--- config.mk ---
export PLATFORM = sky130hd
export DESIGN_NAME = if1_if2
export DESIGN_NICKNAME = d
export VERILOG_FILES = /design/src/rtl/if1_if2.sv
export SDC_FILE = /design/constraint.sdc
export NUM_CORES = 1
export LEC_CHECK = 0
export ABC_CLOCK_PERIOD_IN_PS = 12350
export CAP_MARGIN = 20
export CORE_ASPECT_RATIO = 0.8
export CORE_MARGIN = 2
export CORE_UTILIZATION = 40
export DETAILED_ROUTE_END_ITERATION = 8
export GPL_TIMING_DRIVEN = 0
export PLACE_DENSITY = 0.66
export SLEW_MARGIN = 20
export SYNTH_ARGS = -nofsm -noshare
export SYNTH_HDL_FRONTEND = slang
export SYNTH_SLANG_ARGS = --single-unit
--- constraint.sdc ---
create_clock -name clk -period 12.35 [get_ports clk]
set_input_delay 3.705 -clock clk [delete_from_list [all_inputs] [get_ports clk]]
set_output_delay 3.705 -clock clk [all_outputs]
set_load 0.05 [all_outputs]
--- src/rtl/if1_if2.sv ---
// ============================================================================
// Module   : if1_if2
// Brief    : IF1 -> IF2 fetch pipeline boundary with a 2-entry (main + skid)
//            buffer so if1_ready comes straight from a flop. Optional perf
//            counters are enabled by defining IF1_IF2_PERF_EN.
// Revision : 1.0 - initial release
// ============================================================================
`default_nettype none

module if1_if2 #(
  parameter int          EXCP_W   = 7,
  parameter logic [31:0] PC_RESET = 32'h1c00_0000
) (
  input  logic              clk,
  input  logic              rst,
  input  logic              if1_valid,
  output logic              if1_ready,
  output logic              if2_valid,
  input  logic              if2_ready,
  input  logic              flush,
  input  logic [31:0]       if1_pc,
  input  logic [31:0]       if1_pc_next,
  input  logic [63:0]       if1_rdata,
  input  logic              if1_excp,
  input  logic [EXCP_W-1:0] if1_excp_code,
  output logic [31:0]       if2_pc,
  output logic [31:0]       if2_pc_next,
  output logic [31:0]       if2_inst0,
  output logic [31:0]       if2_inst1,
  output logic [1:0]        if2_mask,
  output logic              if2_excp,
  output logic [EXCP_W-1:0] if2_excp_code
`ifdef IF1_IF2_PERF_EN
  ,
  output logic [31:0]       perf_bubble_cnt,
  output logic [31:0]       perf_stall_cnt
`endif
);

  typedef struct packed {
    logic [31:0]       pc;
    logic [31:0]       pc_next;
    logic [31:0]       inst0;
    logic [31:0]       inst1;
    logic [1:0]        mask;
    logic              excp;
    logic [EXCP_W-1:0] code;
  } entry_t;

  localparam entry_t RESET_ENTRY = '{PC_RESET, PC_RESET + 32'd8, 32'd0, 32'd0,
                                     2'b00, 1'b0, {EXCP_W{1'b0}}};

  // Bit 0 is the main-valid flop, bit 1 the skid-valid flop.
  typedef enum logic [1:0] {
    EMPTY = 2'b00,
    ONE   = 2'b01,
    FULL  = 2'b11
  } state_t;

  state_t state, state_nxt;
  entry_t main_q, skid_q, in_entry;
  logic   accept, drain, load_main, load_skid, promote;

  assign if1_ready = ~state[1];
  assign if2_valid = state[0];
  assign accept    = if1_valid & if1_ready;
  assign drain     = if2_valid & if2_ready;

  // A faulting group keeps only the slot the PC points at, with no payload.
  always_comb begin
    in_entry         = RESET_ENTRY;
    in_entry.pc      = if1_pc;
    in_entry.pc_next = if1_pc_next;
    in_entry.excp    = if1_excp;
    in_entry.code    = if1_excp_code;
    if (if1_excp) begin
      in_entry.mask  = if1_pc[2] ? 2'b10 : 2'b01;
      in_entry.inst0 = 32'd0;
      in_entry.inst1 = 32'd0;
    end else begin
      in_entry.mask  = if1_pc[2] ? 2'b10 : 2'b11;
      in_entry.inst0 = if1_rdata[31:0];
      in_entry.inst1 = if1_rdata[63:32];
    end
  end

  always_ff @(posedge clk or posedge rst) begin
    if (rst) state <= EMPTY;
    else     state <= state_nxt;
  end

  always_comb begin
    state_nxt = state;
    load_main = 1'b0;
    load_skid = 1'b0;
    promote   = 1'b0;
    if (flush) begin
      state_nxt = EMPTY;
    end else begin
      case (state)
        EMPTY: if (accept) begin
          load_main = 1'b1;
          state_nxt = ONE;
        end
        ONE: begin
          if (accept && drain) begin
            load_main = 1'b1;
          end else if (accept) begin
            load_skid = 1'b1;
            state_nxt = FULL;
          end else if (drain) begin
            state_nxt = EMPTY;
          end
        end
        FULL: if (drain) begin
          promote   = 1'b1;
          state_nxt = ONE;
        end
        default: state_nxt = EMPTY;
      endcase
    end
  end

  always_ff @(posedge clk or posedge rst) begin
    if (rst) begin
      main_q <= RESET_ENTRY;
      skid_q <= RESET_ENTRY;
    end else if (flush) begin
      main_q <= RESET_ENTRY;
      skid_q <= RESET_ENTRY;
    end else begin
      if (load_main)    main_q <= in_entry;
      else if (promote) main_q <= skid_q;
      if (load_skid)    skid_q <= in_entry;
    end
  end

  assign if2_pc        = main_q.pc;
  assign if2_pc_next   = main_q.pc_next;
  assign if2_inst0     = main_q.inst0;
  assign if2_inst1     = main_q.inst1;
  assign if2_mask      = main_q.mask;
  assign if2_excp      = main_q.excp;
  assign if2_excp_code = main_q.code;

`ifdef IF1_IF2_PERF_EN
  always_ff @(posedge clk or posedge rst) begin
    if (rst) begin
      perf_bubble_cnt <= 32'd0;
      perf_stall_cnt  <= 32'd0;
    end else begin
      if (if2_ready && !if2_valid && !flush) perf_bubble_cnt <= perf_bubble_cnt + 32'd1;
      if (if1_valid && !if1_ready)           perf_stall_cnt  <= perf_stall_cnt + 32'd1;
    end
  end
`endif

endmodule

`default_nettype wire

==> results_dict.tcl, run 1 <==
set metrics [dict create \
    yosysTopAreaCellShare 0.520 \
    ys_ff_latch 278 \
    final_common_cell "nand2_1" \
    syn_area_per_cell_um2 8.64 \
    fp.dieW_um 203 \
    first_iter_violations 825 \
    hold_ws_ns 0.486 \
    n_fill_cell 2898 \
    hold_depth 2 \
    first_pass_iters 7 \
    seq_area_frac_synth 0.549 \
    final_util 0.541 \
    final_max_slew_viol_count 0 \
    fin_crit_sh 0.461 \
    peakVddDrop_uv 113 \
    gp_congestion 0.804 \
    r2r_start "state[1]" \
    yosysTopAreaCell "dfrtp_1" \
    die_height_um 163 \
    final_antenna_net_count 0 \
    cts_root_buf "clkbuf_16" \
    rsz0062_at_grt "no" \
    dp_hpwl_um 28900 \
    grt_max_degree 98 \
    layout_common_cells "nand2_1 (550), clkdlybuf4s50_1 (278), dfrtp_1 (264)" \
    ff2ff_setup_slack_ns 9.77 \
    grtUsageTotal 0.249 \
    critical_path_class "register to output pin" \
    syn_to_final_growth_pct 33.5 \
    r2r_end "if2_inst1[14]" \
    cts_resized 0 \
    ys_types 25 \
    max_freq_ghz 0.176 \
    die-area_um2 33200 \
    synth_edf_count 0 \
    drt-total-wl_um 41500 \
    critPathMaxFanout 6 \
    num_vias 11800 \
    hold_viol_final 0 \
    clock-sinks 278 \
    synth-async-reset-ratio 1.00 \
    netlist_instances 1471 \
    io_buffers 278 \
    rr_worst_depth 7 \
    maxCapViolations 0 \
    ioPinCount 281 \
    timing.final.crit_period_ns 5.70 \
    coreArea_um2 31400 \
    slew_headroom 0.413 \
    cts_buffer_depth 3 \
    ys.flop_type "dfrtp_1" \
    skew_ns 0.00797 \
    cts_tree "done" \
    cp.arrival_ns 1.99 \
    synth_top_cells_by_area "dfrtp_1 (52%), nand2_1 (16%), a311oi_1 (9.1%)" \
    grt_pass1_wl_um 65300 \
    pwr_density_cell_nw_per_um2 193 \
    wire_per_inst_um 18.6 \
    vias_per_cell 5.30 \
    htree_levels 1 \
    cp_slowest_cell "clkdlybuf4s50_1" \
    syn-num-nets 1616 \
    dp.cells 2171 \
    cts_hold_buf 0 \
    cp-end-kind "output pin" \
    initial_core_util 0.406 \
    drcViolationCount 0 \
    cp-start-kind "register" \
    drive_above_1_share 0.0727 \
    clk_pin_slew_ns 0.06 \
    min-delay-start "skid_q[132]" \
    gr-total-overflow 0 \
    hold_end "skid_q[132]" \
    num_rows 58 \
    stdcell_count 2225 \
    antenna_found_initial 4 \
    ys.warnings.count 0 \
    fin_nets 1927 \
    first_global_vias 11500 \
    postCtsSetupBuffers 0 \
    path_cells "inv_1 > clkdlybuf4s50_1" \
    cts_buffers 29 \
    tightestPinTransition_ns 0.881 \
    clock_latency_ns 0.55 \
    power_leakage_nw 7.02 \
    status "finished clean" \
    hp-class "register to register" \
    critical-path-max-stage-delay_ns 0.87 \
    mappedNetlistArea_um2 12700 \
    cp_data_required_time_ns 8.64 \
    setup_violations 0 \
]
==> per-stage QoR <==
| step | setup WS, ns | power [mW] | area [um2] | TNS [ns] |
|---|---|---|---|---|
| 6_report | 6.65 | 3.28 | 17000 | 0 |
| 3_5_place_dp | 6.36 | 2.46 | 16100 | 0 |
| 2_1_floorplan | 1.00 | 1.99 | 12700 | 0 |
| 4_1_cts | 6.61 | 3.30 | 17000 | 0 |
| 3_3_place_gp | -2.83 | 2.45 | 16000 | -740.77 |
| 5_1_grt | 6.60 | 3.44 | 17000 | 0 |
==> metal layers <==
metal / wire [um] / global-route usage / up-vias
li1: - / - / 5542
met1: 18500 / 0.359 / 5731
met2: 18700 / 0.384 / 448
met3: 3320 / 0.0545 / 65
met4: 919 / 0.0581 / 4
met5: 24 / 0 / -
==> synthesized netlist by cell type (2+ instances only) <==
cell type,n
a21oi_1,130
a311oi_1,132
and3_1,11
buf_2,58
buf_4,12
clkbuf_1,58
dfrtp_1,264
dfstp_2,14
ha_1,4
inv_1,5
mux2i_1,2
nand2_1,550
nand2b_1,2
nand3_1,2
nand3b_1,7
nor2_1,140
nor2b_1,65
o21ai_0,2
o21bai_1,7
==> worst max-delay path by stage <==
stage                     startpoint            end  depth (start not counted)
after floorplan                  rst       if2_excp                          1
after global placement           rst  if2_inst1[22]                          2
after detailed placement   if2_ready  if2_inst1[14]                          6
after CTS                   state[1]      if1_ready                          2
after global routing        state[1]      if1_ready                          2
final                       state[1]      if1_ready                          2
==> flip-flops by register name, summed over array words and instances, names as in the netlist <==
signal,count
if2_excp,1
if2_excp_code,7
if2_inst0,32
if2_inst1,32
if2_mask,2
if2_pc,32
if2_pc_next,32
skid_q,138
state,2
==> logic make-up after synthesis <==
kind of cell,Yosys count,synth area share
flip-flops,278,0.549
adder cells (fa/ha/maj),4,0.00394
AO/OA/AOI/OAI,273,0.148
AND/OR/NAND/NOR,781,0.249
buffers and inverters,133,0.0485
multiplexers,2,0.00157
==> area by class of cell <==
cell class / instances / area [um2] / share of cell area
flip-flops and latches: 278 / 6970 / 0.411
plain buffers: 128 / 598 / 0.0352
inverters: 5 / 26.3 / 0.00155
clock inverters: 8 / 43.8 / 0.00258
repair buffers: 280 / 2840 / 0.167
clock buffers: 43 / 838 / 0.0494
well taps: 420 / 526 / 0.0310
diodes: 3 / 7.51 / 0.000442
multi-input cells: 1060 / 5120 / 0.302
==> critical path, delay by kind of cell, from the launching register on <==
| kind | cells | cell delay (ns) |
|---|---|---|
| flops | 1 | 0.44 |
| buf+inv | 2 | 1.00 |
==> report_power, final <==
group          internal (mW)  switching (mW)  total [mW]
logic                  0.410           0.861        1.27
clock network          0.466           0.369       0.835
registers               1.08          0.0993        1.18
No activity file was read; power rests on OpenSTA's default activity.
==> run 2: changes to the inputs <==
Settings changed: ABC_CLOCK_PERIOD_IN_PS 12350 to 4750, PLACE_DENSITY 0.66 to 0.68.
Clock period 12.35 ns to 4.75 ns, I/O delays scaled along.
==> run 2 against run 1 <==
Compared with the run above:
- combinational power increased to 2.6 times the previous value
- first-iteration DRC count increased by 11%
- register-to-register slack got worse by 7.5 ns
- core utilization increased by 0.65 points
- via count decreased by 0.13%
- worst setup slack got worse by 5.3 ns
- critical path depth unchanged
- largest power group unchanged
==> results_dict.tcl, run 2 (synthesis results as in run 1) <==
set metrics [dict create \
    power_leakage_nw 7.11 \
    wl_met1_um 18800 \
    n_fill_cell 2860 \
    num_rows 58 \
    largest_register "skid_q" \
    layout_common_cells "nand2_1 (550), clkdlybuf4s50_1 (278), dfrtp_1 (264)" \
    wire_per_inst_um 18.7 \
    fin_nets 1935 \
    cts_resized 0 \
    fp.dieW_um 203 \
    status "finished clean" \
    first_iter_violations 917 \
    critical_path_class "register to output pin" \
    cp-start-kind "register" \
    cp_data_required_time_ns 3.32 \
    die_height_um 163 \
    rr_worst_depth 8 \
    skew_ns 0.0132 \
    r2r_end "if2_mask[0]" \
    num_vias 11800 \
    ff2ff_setup_slack_ns 2.26 \
    dr.max_layer_used "met5" \
    rsz0062_at_grt "no" \
    cts_tree "done" \
    drt-total-wl_um 41600 \
    first_global_vias 11700 \
    pwr_density_cell_nw_per_um2 504 \
    cp.arrival_ns 1.97 \
    stdcell_count 2230 \
    io_buffers 278 \
    gp_congestion 0.817 \
    antenna_cells 0 \
    fin_tns_setup_ns 0 \
    cts_buffer_depth 3 \
    max_freq_ghz 0.295 \
    finalInstanceArea_um2 17200 \
    final_max_slew_viol_count 0 \
    grt_pass1_wl_um 65300 \
    coreArea_um2 31400 \
    antenna_found_initial 3 \
    dp.cells 2179 \
    vias_per_cell 5.28 \
    hold_viol_final 0 \
    peakVddDrop_uv 252 \
    dp_hpwl_um 29500 \
    dr_wl_met2_um 18900 \
    syn_to_final_growth_pct 35.1 \
    first_pass_iters 5 \
    slew_headroom 0.421 \
    gr-total-overflow 0 \
    final_antenna_net_count 0 \
    cp-end-kind "output pin" \
    grtUsageTotal 0.248 \
    met3_length_um 3240 \
    maxCapViolations 0 \
    hold_depth 2 \
    place_area_um2 16200 \
    tightestPinTransition_ns 0.868 \
    r2r_start "state[1]" \
    fin_crit_sh 0.714 \
    initial_core_util 0.406 \
    hp-class "register to register" \
    drive_above_1_share 0.0773 \
    hold_end "skid_q[134]" \
    cts_hold_buf 0 \
    clk_pin_slew_ns 0.06 \
    clock-sinks 278 \
    critPathMaxFanout 6 \
    htree_levels 1 \
    grt_max_degree 35 \
    cts_root_buf "clkbuf_16" \
    largest_reg_flops 138 \
    min-delay-start "skid_q[134]" \
    die-area_um2 33200 \
    cts_buffers 29 \
    setup_violations 0 \
    drcViolationCount 0 \
    clock_latency_ns 0.54 \
    final_common_cell "nand2_1" \
    ioPinCount 281 \
    postCtsSetupBuffers 0 \
    timing.final.crit_period_ns 3.39 \
]
run 2: layer usage:
metal  vias to the layer above  track usage
li1                       5545            -
met4                         6       0.0494
met1                      5745        0.352
met5                         -            0
met2                       427        0.391
met3                        52       0.0553
run 2: report_power, final:
group	switching, mW	internal, mW
combinational	2.24	1.08
clock	0.947	1.33
sequential	0.260	2.80
total	3.45	5.21
run 2: layout make-up:
class / instances / area, um2 / share of cell area
plain buffers: 128 / 598 / 0.0348
clock buffers: 43 / 848 / 0.0494
clock inverters: 8 / 90.1 / 0.00524
inverters: 5 / 22.5 / 0.00131
multi-input cells: 1060 / 5120 / 0.298
flip-flops and latches: 278 / 6970 / 0.406
well taps: 420 / 526 / 0.0306
repair buffers: 288 / 3000 / 0.174
run 2: through the flow:
step	util	power [mW]	setup WS (ns)	hold WS, ns
after floorplan	-	5.16	-0.343	0.464
after global placement	0.511	6.36	-2.50	0.473
after detailed placement	0.518	6.41	1.14	0.477
after CTS	0.548	8.71	1.31	0.485
after global routing	0.548	9.07	1.28	0.507
final	0.548	8.66	1.36	0.484
run 2: critical path, stage by stage, from the launching register on:
cell,delay (ns)
dfrtp_1,0.44
inv_1,0.13
clkdlybuf4s50_1,0.85
run 2: how the worst max path moves through the flow:
stage	startpoint	end	slack, ns	depth (start not counted)
after detailed placement	if2_ready	if2_inst1[13]	1.14	6
after global routing	state[1]	if1_ready	1.28	2
after global placement	rst	if2_inst1[5]	-2.50	2
after floorplan	rst	if2_excp	-0.34	1
final	state[1]	if1_ready	1.36	2
after CTS	state[1]	if1_ready	1.31	2
